### src/rtl/ll_window_sched.sv
// Multi-channel line-length window scheduler: accumulates |x[n]-x[n-1]| per channel
// over WIN_LEN frames, then drains one result per channel. Build option: LL_SCHED_NORM_EN.
//
// state | meaning
// SEED  | first frame after reset, loads prev[] only
// ACCUM | accumulating line length, accepting samples
// DRAIN | presenting one result per channel, input stalled
module ll_window_sched #(
  parameter int DATA_W  = 32,
  parameter int NUM_CH  = 4,
  parameter int WIN_LEN = 256,
  parameter int CH_W    = $clog2(NUM_CH),
  parameter int ACC_W   = DATA_W + 1 + $clog2(WIN_LEN)
) (
  input  logic                     clk,
  input  logic                     rst,
  input  logic                     s_valid,
  output logic                     s_ready,
  input  logic [CH_W-1:0]          s_ch,
  input  logic signed [DATA_W:0]   s_data,
  output logic                     m_valid,
  input  logic                     m_ready,
  output logic [CH_W-1:0]          m_ch,
  output logic [ACC_W-1:0]         m_ll,
  output logic                     m_last,
  output logic                     seq_err,
  output logic                     busy
);

  localparam int LOG_WIN = $clog2(WIN_LEN);
  localparam logic [CH_W-1:0]    LAST_CH    = CH_W'(NUM_CH - 1);
  localparam logic [LOG_WIN-1:0] LAST_FRAME = LOG_WIN'(WIN_LEN - 1);

  typedef enum logic [1:0] {SEED, ACCUM, DRAIN} state_t;

  state_t                     state_q, state_d;
  logic [CH_W-1:0]            exp_ch_q;
  logic [CH_W-1:0]            drain_idx_q;
  logic [LOG_WIN-1:0]         frame_q;
  logic signed [DATA_W:0]     prev_q [NUM_CH];
  logic [ACC_W-1:0]           acc_q  [NUM_CH];
  logic                       s_ready_q;
  logic                       seq_err_q;
  logic [ACC_W-1:0]           m_ll_raw;

  logic                       xfer, tag_ok, acc_en, ch_wrap, m_xfer;
  logic signed [DATA_W+1:0]   diff;
  logic [DATA_W:0]            abs_diff;

  assign xfer    = s_valid && s_ready_q;
  assign tag_ok  = (s_ch == exp_ch_q);
  assign acc_en  = xfer && tag_ok;
  assign ch_wrap = (exp_ch_q == LAST_CH);
  assign m_xfer  = (state_q == DRAIN) && m_ready;

  // One extra bit keeps the difference of two full-range samples exact.
  assign diff     = {s_data[DATA_W], s_data} - {prev_q[exp_ch_q][DATA_W], prev_q[exp_ch_q]};
  assign abs_diff = diff[DATA_W+1] ? (DATA_W+1)'(-diff) : diff[DATA_W:0];

  always_ff @(posedge clk) begin
    if (rst) state_q <= SEED;
    else     state_q <= state_d;
  end

  always_comb begin
    state_d  = state_q;
    m_valid  = 1'b0;
    m_ch     = '0;
    m_ll_raw = '0;
    m_last   = 1'b0;
    busy     = 1'b0;
    case (state_q)
      SEED: begin
        if (acc_en && ch_wrap) state_d = ACCUM;
      end
      ACCUM: begin
        if (acc_en && ch_wrap && (frame_q == LAST_FRAME)) state_d = DRAIN;
      end
      DRAIN: begin
        busy     = 1'b1;
        m_valid  = 1'b1;
        m_ch     = drain_idx_q;
        m_ll_raw = acc_q[drain_idx_q];
        m_last   = (drain_idx_q == LAST_CH);
        if (m_ready && (drain_idx_q == LAST_CH)) state_d = ACCUM;
      end
      default: state_d = SEED;
    endcase
  end

`ifdef LL_SCHED_NORM_EN
  assign m_ll = m_ll_raw >> LOG_WIN;
`else
  assign m_ll = m_ll_raw;
`endif

  assign s_ready = s_ready_q;
  assign seq_err = seq_err_q;

  always_ff @(posedge clk) begin
    if (rst) begin
      s_ready_q   <= 1'b0;
      seq_err_q   <= 1'b0;
      exp_ch_q    <= '0;
      drain_idx_q <= '0;
      frame_q     <= '0;
      for (int i = 0; i < NUM_CH; i++) begin
        prev_q[i] <= '0;
        acc_q[i]  <= '0;
      end
    end else begin
      // Registered from next state so s_ready falls on the same edge DRAIN is entered.
      s_ready_q <= (state_d != DRAIN);
      seq_err_q <= xfer && !tag_ok;
      if (acc_en) begin
        prev_q[exp_ch_q] <= s_data;
        exp_ch_q         <= ch_wrap ? '0 : exp_ch_q + 1'b1;
        if (state_q == ACCUM) acc_q[exp_ch_q] <= acc_q[exp_ch_q] + ACC_W'(abs_diff);
        if (ch_wrap) begin
          if (state_q == SEED)          frame_q <= LOG_WIN'(1);
          else if (frame_q == LAST_FRAME) frame_q <= '0;
          else                          frame_q <= frame_q + 1'b1;
        end
      end
      if (m_xfer) begin
        acc_q[drain_idx_q] <= '0;
        drain_idx_q        <= (drain_idx_q == LAST_CH) ? '0 : drain_idx_q + 1'b1;
      end
    end
  end

endmodule

### config.mk
export PLATFORM = sky130hd
export DESIGN_NAME = ll_window_sched
export DESIGN_NICKNAME = d
export VERILOG_FILES = /design/src/rtl/ll_window_sched.sv
export SDC_FILE = /design/constraint.sdc
export NUM_CORES = 1
export LEC_CHECK = 0
export CORE_MARGIN = 5
export CORE_UTILIZATION = 50
export DETAILED_ROUTE_END_ITERATION = 8
export PLACE_DENSITY_LB_ADDON = 0.08
export SLEW_MARGIN = 20
export SYNTH_ARGS = -nofsm -noshare
export SYNTH_HDL_FRONTEND = slang
export SYNTH_SLANG_ARGS = --single-unit
### constraint.sdc
create_clock -name clk -period 19.5 [get_ports clk]
set_input_delay 3.9 -clock clk [delete_from_list [all_inputs] [get_ports clk]]
set_output_delay 3.9 -clock clk [all_outputs]
set_load 0.005 [all_outputs]
==> impl_metrics.py <==
metrics = {
    "outcome": {
        "status": "finished clean",
    },
    "synth": {
        "synth_largest_area_cell": "edfxtp_1",
        "synth_edf_count": 296,
        "synth_cells": 1687,
        "synth.avg_cell_area_um2": 11.49,
        "post_synth_num_cell_types": 82,
        "syn-num-nets": 1798,
        "yosysWarnings": 0,
        "synth_top_area_share_pct": 45.84,
        "synth-seq-area-share_pct": 47.91,
        "async_reset_ff_share_pct": 0,
        "yosys_most_used_dff": "edfxtp_1",
        "synthTopCellsByArea": "edfxtp_1, mux4_2, and2_1",
        "ys_ff_latch": 316,
        "netlist_area_um2": 19390,
    },
    "worst_setup_path": {
        "critical_path_peak_fanout": 25,
        "cp.required_ns": 19.76,
        "reg2reg_to": "acc_q[0][39]$_SDFFCE_PN0P_",
        "arrival_ns": 10.62,
        "start_kind": "primary input",
        "critical_path_class": "in -> reg",
        "cp-endpoint": "acc_q[0][39]$_SDFFCE_PN0P_",
        "reg2reg_depth": 25,
        "worst-r2r-setup-slack_ns": 10.73,
        "cp-startpoint": "s_data[20]",
        "cp-end-kind": "flop",
    },
    "drt": {
        "dr.pass1.iters": 5,
        "num_vias": 13378,
        "initialDrtViolationCount": 986,
        "ant_nets": 0,
        "wirelength_um": 49510,
        "drt-wirelength-per-cell_um": 21.68,
        "vias_per_cell": 5.857,
        "drc": 0,
    },
    "placement": {
        "placed_area_um2": 20740,
        "io_buffer_count": 86,
        "gp_congestion": 0.9421,
        "place_hpwl_um": 32950,
        "pre_cts_ws_ns": 8.646,
    },
    "pwr": {
        "p_clk_share_pct": 35.0,
        "pwr_density_cell_nw_per_um2": 87.25,
        "intPower_mw": 1.340,
        "p_comb_share_pct": 24.6,
        "ir_drop_mv": 0.07139,
        "power_frac_seq_pct": 40.4,
        "power.leakage_nw": 8.127,
        "netSwitchingFraction_pct": 29.79,
        "power_switching_mw": 0.5687,
    },
    "cells_and_area": {
        "seqCellArea_um2": 9299,
        "design_area_um2": 21880,
        "antennaDiodeCount": 0,
        "multiInputGateArea_um2": 9459,
        "drive_above_1_share_pct": 12.97,
        "area_growth_pct": 12.85,
        "fillCellCount": 3290,
        "nNetsFinal": 1852,
    },
    "global_route": {
        "antenna_found_initial": 3,
        "overflow": 0,
        "grtUsageTotal_pct": 23.53,
        "grt_pass1_wl_um": 77140,
        "first_global_vias": 13412,
        "grt_max_degree": 50,
    },
    "timing": {
        "timing.slew.headroom_pct": 28.88,
        "clock.fmax_ghz": 0.09652,
        "rsz0062_at_grt": "false",
        "finClkSkew_ns": 0.02540,
        "fin_setup_tns_ns": 0,
        "drv_slew": 0,
        "finalSetupViolCount": 0,
        "worstMarginPinSlew_ns": 1.067,
        "fin_crit_sh_pct": 53.13,
        "period_needed_ns": 10.36,
        "hold_viol": 0,
        "setup_slack_ns": 9.140,
    },
    "clock_network": {
        "tritoncts": "built",
        "clk_latency_ns": 0.54,
        "cts.repair.resized": 0,
        "htreeDepth": 2,
        "numCtsBuffers": 36,
        "cts_hold_buffers": 0,
        "clockBufferDepth": 3,
        "cts_sinks": 316,
        "cts_setup_buffers": 0,
        "clk_pin_slew_ns": 0.06,
        "root_buffer": "clkbuf_16",
    },
    "job": {
        "drv_cap": 0,
    },
    "floorplan": {
        "chipWidth_um": 206.9,
        "rows": 72,
        "die_height_um": 206.9,
        "fp.coreArea_um2": 38470,
        "initial_core_util_pct": 50.40,
        "die_area_um2": 42820,
        "ios": 87,
    },
    "worst_hold_path": {
        "hold_path_class": "reg -> reg",
    },
}
[cell type report]
cell class                 count  area share, %
sequential                   316          42.50
multi-input combinational   1194          43.23
clock inverter                16         0.8235
tap                          518          2.962
timing repair buffer         104          4.552
clock buffer                  47          4.403
inverter                      89          1.527
[stage by stage]
step	instances	util (%)	hold WS, ns	power (mW)
final	2284	56.88	0.4614	1.909
after global routing	2284	56.88	0.4968	2.002
after CTS	2284	56.88	0.4688	1.921
after detailed placement	2221	53.91	0.4541	1.250
after global placement	2221	53.90	0.4495	1.250
after floorplan	1687	-	0.4436	1.124
[placed cells by master (no fill, tap or decap), types with 13 or more instances in the layout]
cell and n:
inv_1 89, nor3_1 25, xor2_1 33, a31oi_1 14, and3_1 17, dfxtp_1 16
and2_1 183, a21o_1 31, xnor2_1 53, a21oi_1 114, ha_1 70, nand3_1 27
nor2_1 186, mux4_2 114, o21ai_0 67, nand2_1 80, clkdlybuf4s50_1 86, o21bai_1 13
clkbuf_16 37, edfxtp_1 296, buf_4 18
[per-layer routing]
layer / GRT usage (%) / routed length, um
met1: 34.44 / 22520
met2: 37.03 / 22610
met3: 3.828 / 3095
met4: 6.232 / 1228
met5: 0 / 49
[power by group through the flow]
stage               Combinational, mW  Clock (mW)  Sequential (mW)
finish                          0.469       0.668            0.772
global route                    0.513       0.714            0.774
CTS                             0.466       0.683            0.772
detailed placement              0.463           0            0.786
global placement                0.465           0            0.785
floorplan                       0.342           0            0.782
[worst max-delay path: stages]
cell             delay, ns
clkdlybuf4s50_1       0.51
ha_1                  0.44
a21oi_1               0.35
o21ai_1               0.19
or2_2                 0.33
nor3_1                0.27
a211oi_1              0.12
o21ai_0               0.23
a21oi_1               0.15
o31a_1                0.57
or2_2                 0.41
xor2_1                0.14
ha_1                  0.37
a2111oi_0             0.36
o21ai_0               0.25
and4_1                0.27
o21ai_0               0.27
a21oi_1               0.18
a41oi_1               0.61
o21ai_0               0.23
xnor2_1               0.37
nor2_1                0.08
[cell families after synthesis]
logic type | after synthesis | synth area share, %
AOI/OAI and AO/OA | 321 | 10.54
xor gates and xnor gates | 86 | 3.885
muxes | 119 | 13.51
adders and majority gates | 72 | 4.724
DFF | 316 | 47.91
buffers and inverters | 177 | 3.569
and+or+nand+nor | 596 | 15.86
[Yosys cell counts, types with 6 or more instances]
| cell type | n |
|---|---|
| nor2_1 | 188 |
| a31oi_1 | 14 |
| buf_1 | 20 |
| ha_1 | 70 |
| edfxtp_1 | 296 |
| mux4_2 | 114 |
| o21ai_1 | 7 |
| o21bai_1 | 13 |
| nand4_1 | 7 |
| nand2b_1 | 11 |
| nor2b_1 | 8 |
| nand2_1 | 81 |
| and3_1 | 17 |
| nand3_1 | 27 |
| a21oi_1 | 114 |
| clkbuf_1 | 59 |
| xnor2_1 | 53 |
| or3_1 | 6 |
| xor2_1 | 33 |
| nor3_1 | 26 |
| and2_1 | 183 |
| o21ai_0 | 67 |
| or2_2 | 10 |
| inv_1 | 89 |
| dfxtp_1 | 20 |
| a21o_1 | 31 |
[sequential cells by signal, indices dropped and copies added, names as in the netlist, named ones only]
name,count
frame_q,8
acc_q,164
s_ready,1
seq_err,1
prev_q,132
drain_idx_q,2
exp_ch_q,2
state_q,2
[worst min-delay path by stage]
stage | start | slack, ns | cells after the start | to
detailed placement | s_ready$_SDFF_PP0_ | 0.45 | 2 | seq_err$_SDFF_PP0_
global route | s_ready$_SDFF_PP0_ | 0.50 | 2 | seq_err$_SDFF_PP0_
floorplan | s_ready$_SDFF_PP0_ | 0.44 | 2 | seq_err$_SDFF_PP0_
finish | s_ready$_SDFF_PP0_ | 0.46 | 2 | seq_err$_SDFF_PP0_
CTS | s_ready$_SDFF_PP0_ | 0.47 | 2 | seq_err$_SDFF_PP0_
global placement | s_ready$_SDFF_PP0_ | 0.45 | 2 | seq_err$_SDFF_PP0_
Power figures use the tool's default switching activity.
